===== src/rtl/return_address_stack.sv =====
// Circular return-address stack for fetch-stage return prediction.
// Optional {tos,count} checkpoint/restore is enabled by defining RAS_CHECKPOINT_EN.
module return_address_stack #(
  parameter  int DATA_WIDTH = 64,
  parameter  int DEPTH      = 8,
  localparam int PTR_W      = $clog2(DEPTH)
) (
  input  logic                  i_clk,
  input  logic                  i_rst,
  input  logic                  i_push,
  input  logic [DATA_WIDTH-1:0] i_push_addr,
  input  logic                  i_pop,
`ifdef RAS_CHECKPOINT_EN
  input  logic                  i_ckpt_save,
  input  logic                  i_ckpt_restore,
`endif
  output logic [DATA_WIDTH-1:0] o_top_addr,
  output logic                  o_top_valid,
  output logic                  o_empty,
  output logic                  o_full,
  output logic [PTR_W:0]        o_count,
  output logic                  o_overflow,
  output logic                  o_underflow
);

  localparam logic [PTR_W:0]   FULL_CNT = DEPTH[PTR_W:0];
  localparam logic [PTR_W-1:0] PTR_ONE  = {{(PTR_W-1){1'b0}}, 1'b1};

  logic [DATA_WIDTH-1:0] entry [DEPTH];
  logic [PTR_W-1:0]      tos, tos_n, wr_ptr;
  logic [PTR_W:0]        count, count_n;
  logic                  ovf_n, unf_n, wr_en;

`ifdef RAS_CHECKPOINT_EN
  logic [PTR_W-1:0] snap_tos;
  logic [PTR_W:0]   snap_count;
`endif

  always_comb begin
    tos_n   = tos;
    count_n = count;
    ovf_n   = 1'b0;
    unf_n   = 1'b0;
    wr_en   = 1'b0;
    wr_ptr  = tos;
    // With entries present, push+pop replaces the top in place; from empty it degrades to a plain push.
    if (i_push && !(i_pop && count != '0)) begin
      tos_n  = tos + PTR_ONE;
      wr_ptr = tos + PTR_ONE;
      wr_en  = 1'b1;
      if (count == FULL_CNT) ovf_n = !i_pop;
      else                   count_n = count + 1'b1;
    end else if (i_push) begin
      wr_en = 1'b1;
    end else if (i_pop) begin
      if (count != '0) begin
        tos_n   = tos - PTR_ONE;
        count_n = count - 1'b1;
      end else begin
        unf_n = 1'b1;
      end
    end
`ifdef RAS_CHECKPOINT_EN
    if (i_ckpt_restore) begin
      tos_n   = snap_tos;
      count_n = snap_count;
      ovf_n   = 1'b0;
      unf_n   = 1'b0;
      wr_en   = 1'b0;
    end
`endif
  end

  always_ff @(posedge i_clk) begin
    if (i_rst) begin
      tos         <= '0;
      count       <= '0;
      o_overflow  <= 1'b0;
      o_underflow <= 1'b0;
    end else begin
      tos         <= tos_n;
      count       <= count_n;
      o_overflow  <= ovf_n;
      o_underflow <= unf_n;
    end
  end

  // Storage is not reset; only the pointer and count define validity.
  always_ff @(posedge i_clk) begin
    if (wr_en && !i_rst) entry[wr_ptr] <= i_push_addr;
  end

`ifdef RAS_CHECKPOINT_EN
  // Save alongside restore keeps the old snapshot, which equals the restored state.
  always_ff @(posedge i_clk) begin
    if (i_rst) begin
      snap_tos   <= '0;
      snap_count <= '0;
    end else if (i_ckpt_save && !i_ckpt_restore) begin
      snap_tos   <= tos;
      snap_count <= count;
    end
  end
`endif

  assign o_top_addr  = entry[tos];
  assign o_top_valid = (count != '0);
  assign o_empty     = (count == '0);
  assign o_full      = (count == FULL_CNT);
  assign o_count     = count;

endmodule


===== config.mk =====
export PLATFORM = sky130hd
export DESIGN_NAME = return_address_stack
export DESIGN_NICKNAME = d
export VERILOG_FILES = /design/src/rtl/return_address_stack.sv
export SDC_FILE = /design/constraint.sdc
export NUM_CORES = 1
export LEC_CHECK = 0
export CAP_MARGIN = 40
export CORE_ASPECT_RATIO = 2
export CORE_MARGIN = 2
export CORE_UTILIZATION = 53
export DETAILED_ROUTE_END_ITERATION = 10
export GPL_TIMING_DRIVEN = 0
export PLACE_DENSITY = 0.72
export SYNTH_ARGS = -nofsm -noshare
export SYNTH_HDL_FRONTEND = slang
export SYNTH_SLANG_ARGS = --single-unit

===== constraint.sdc =====
create_clock -name i_clk -period 5.3 [get_ports i_clk]
set_input_delay 1.325 -clock i_clk [delete_from_list [all_inputs] [get_ports i_clk]]
set_output_delay 1.325 -clock i_clk [all_outputs]
set_load 0.01 [all_outputs]

==> results.cfg <==
[synthesis]
synth_seq_area_share_pct = 78.4
ys_warn_count = 0
yosys.area_share.simple_pct = 0.905
netlist_instances = 829
synth_xor_area_share_pct = 0.308
synthDistinctLibCells = 37
synthMuxAreaShare_pct = 18.2
syn-num-nets = 904
ys.flop_type = edfxtp_1
ys_async_sr_fraction_pct = 0
synth_compound_area_share_pct = 0.710
synth_edf_count = 512
synth_fa_ha_area_share_pct = 0.478
ys_ff_latch = 524
synth_top_family_by_area = multiplexers
synth.avg_cell_area_um2 = 24.0
synth_area_um2 = 19900

[critical_path]
r2r_slack_ns = 1.77
cp_cell_sequence = clkbuf_1, buf_2, mux4_2, mux2_2, clkdlybuf4s50_1
rr_worst_depth = 6
cp_slowest_stage_delay_ns = 0.57
path_buf_inv = 3
cp.arrival_ns = 3.31
cp.depth = 5
worstSetupStartpointType = flop
path_max_fanout = 10
critPathSlowestCell = mux4_2
path_class = flop to primary output
cpLargestDelayFamily = buffers and inverters
crit_required_ns = 3.97
critPathCaptureType = primary output

[outcome]
outcome = finished, final reports clean

[power_and_ir_drop]
p_leak_nw = 7.47
p_per_area_nw_per_um2 = 467
ir_drop_mv = 0.410

[global_route]
grt_util_all_layers_pct = 21.0
overflow = 0
grt_pass1_vias = 9965
antenna_found_initial = 6
grt_pass1_wl_um = 60900
grt_max_degree = 24

[sta]
tightest_slew_ns = 0.857
hold_viol_final = 0
max_slew_margin_pct = 42.7
fmax_mhz = 216
timing.hold.ws_ns = 0.586
period_share_pct = 87.4
timing.final.crit_period_ns = 4.63
finalMaxSlewViolations = 0
rsz0062_at_grt = no
finalSetupViolCount = 0
fin_skew_ns = 0.0170

[placement]
place_congestion = 0.742
io_buffer_count = 139
dp.cells = 1454
dpl.hpwl_um = 24900

[drt]
vias = 9168
ant_nets = 0
wl_per_cell_um = 26.0
drc_errors = 0
dr.pass1.iters = 5
vias_per_cell = 5.99
drtIter0Drc = 644
wl_um = 39800

[floorplanning]
io_pins = 141
dieArea_um2 = 39200
die_y_um = 278
start_util_pct = 53.6
dieWidth_um = 141
placementRows = 100
core_um2 = 37200

[worst_hold_path]
hold_path_class = flop to flop
hold_depth = 2

[finish]
syn_to_final_growth_pct = 20.3
stdcell_count = 1531
multiInputGateArea_um2 = 4160
seq_area_um2 = 15600
fill_cells = 2395
drive_gt1_share_pct = 28.9
final_nets = 1115
final_util_pct = 64.5

[clocking]
clockBufferDepth = 3
htree_num_levels = 2
cts_setup_buffers = 0
clk_pin_slew_ns = 0.07
cts.sinks = 524
clock_latency_ns = 0.55
post_cts_resize_count = 0
clock-root-buffer = clkbuf_16
holdBufCountCts = 0
cts_tree = done
cts_buffers = 43

[flow_run]
drv_cap = 0
## path summary, 6_finish.rpt
check	start	end
setup / recovery	flop	o_top_addr[25]
setup reg to reg	o_count[0]	entry[7][47]
hold reg to reg	tos[0]	flop
hold / removal	tos[0]	flop
## power by group
group	total, W	switching, W	internal [W]
combinational	0.00313	0.00147	0.00167
clock	0.00312	0.00138	0.00174
sequential	0.00495	0.0000941	0.00485
## worst register-to-register path, stage by stage (launching register included)
cell and delay [ns]:
dfxtp_1 0.41, o41ai_4 0.61, nand2_1 0.35, ha_1 0.41, nand3_1 0.32, nor2_4 0.81, buf_12 0.29
## cell type report
cell class	instances	area share, %
Buffer	38	0.679
Antenna cell	3	0.0313
Sequential cell	524	65.2
Clock inverter	21	0.794
Clock buffer	53	4.95
Timing Repair Buffer	166	8.47
Tap cell	459	2.40
Inverter	9	0.141
Multi-Input combinational cell	258	17.4
## flip-flops by register name, indices dropped and copies added (netlist names), named ones only
signal       cells
entry          512
o_count          4
tos              3
o_overflow       1
o_underflow      1
## cell families after synthesis
kind of cell	after synthesis
DFF	524
muxes	194
adders and majority gates	7
buffers and inverters	47
AOI/OAI and AO/OA	15
and+or+nand+nor	35
xor gates and xnor gates	7
## metrics by stage
stage	TNS [ns]	worst slack [ns]	power, W	instance area [um2]
after floorplan	-81.50	-0.207	0.00683	19900
after global placement	-1720.10	-3.68	0.00810	21900
after detailed placement	0	0.694	0.00822	22600
after CTS	0	0.630	0.0113	24000
after global routing	0	0.547	0.0116	24000
final	0	0.667	0.0112	24000
## cell usage after synthesis (2+ instances only)
master    instances  area share, %
nor3_1            2          0.050
nand2b_1          3          0.094
nor2_1           15           0.28
nand3_1           3          0.075
xor2_1            4           0.18
clkbuf_1         20           0.38
dfxtp_1          12            1.2
a211oi_1          2          0.075
ha_1              6           0.38
buf_1             4          0.075
nand2_1           3          0.057
a221oi_1          2          0.088
a21oi_1           2          0.050
edfxtp_1        512             77
a32oi_1           4           0.18
mux2_2           64            3.6
mux2i_1           2           0.10
inv_1             9           0.17
mux4_2          128             14
xnor2_1           3           0.13
buf_2            13           0.33
## cell usage in the layout (no fill, tap or decap), types with 2 or more instances in the layout
cell type	count
clkdlybuf4s50_1	139
xnor2_1	3
clkbuf_1	25
buf_12	14
nor2_4	8
clkbuf_8	3
clkbuf_16	45
nor3_1	2
nand3_1	3
clkinv_4	2
buf_16	13
nor2_1	7
mux4_2	128
nand2b_1	3
dfxtp_1	12
a211oi_1	2
clkinvlp_4	2
inv_1	9
nand2_1	3
mux2_2	64
clkinv_2	8
mux2i_1	2
a32oi_1	4
clkinv_1	5
a221oi_1	2
edfxtp_1	512
ha_1	6
xor2_1	4
bufinv_16	3
diode_2	3
buf_1	4
a21oi_1	2
buf_2	13
## metal layers
layer | global-route usage, % | wire, um | vias up
li1 | - | - | 3951
met1 | 27.5 | 15700 | 4890
met2 | 36.2 | 21100 | 248
met3 | 3.13 | 1740 | 73
met4 | 7.36 | 1210 | 6
met5 | 0 | 38 | -
Note: power is estimated with default switching activity, not from simulation.
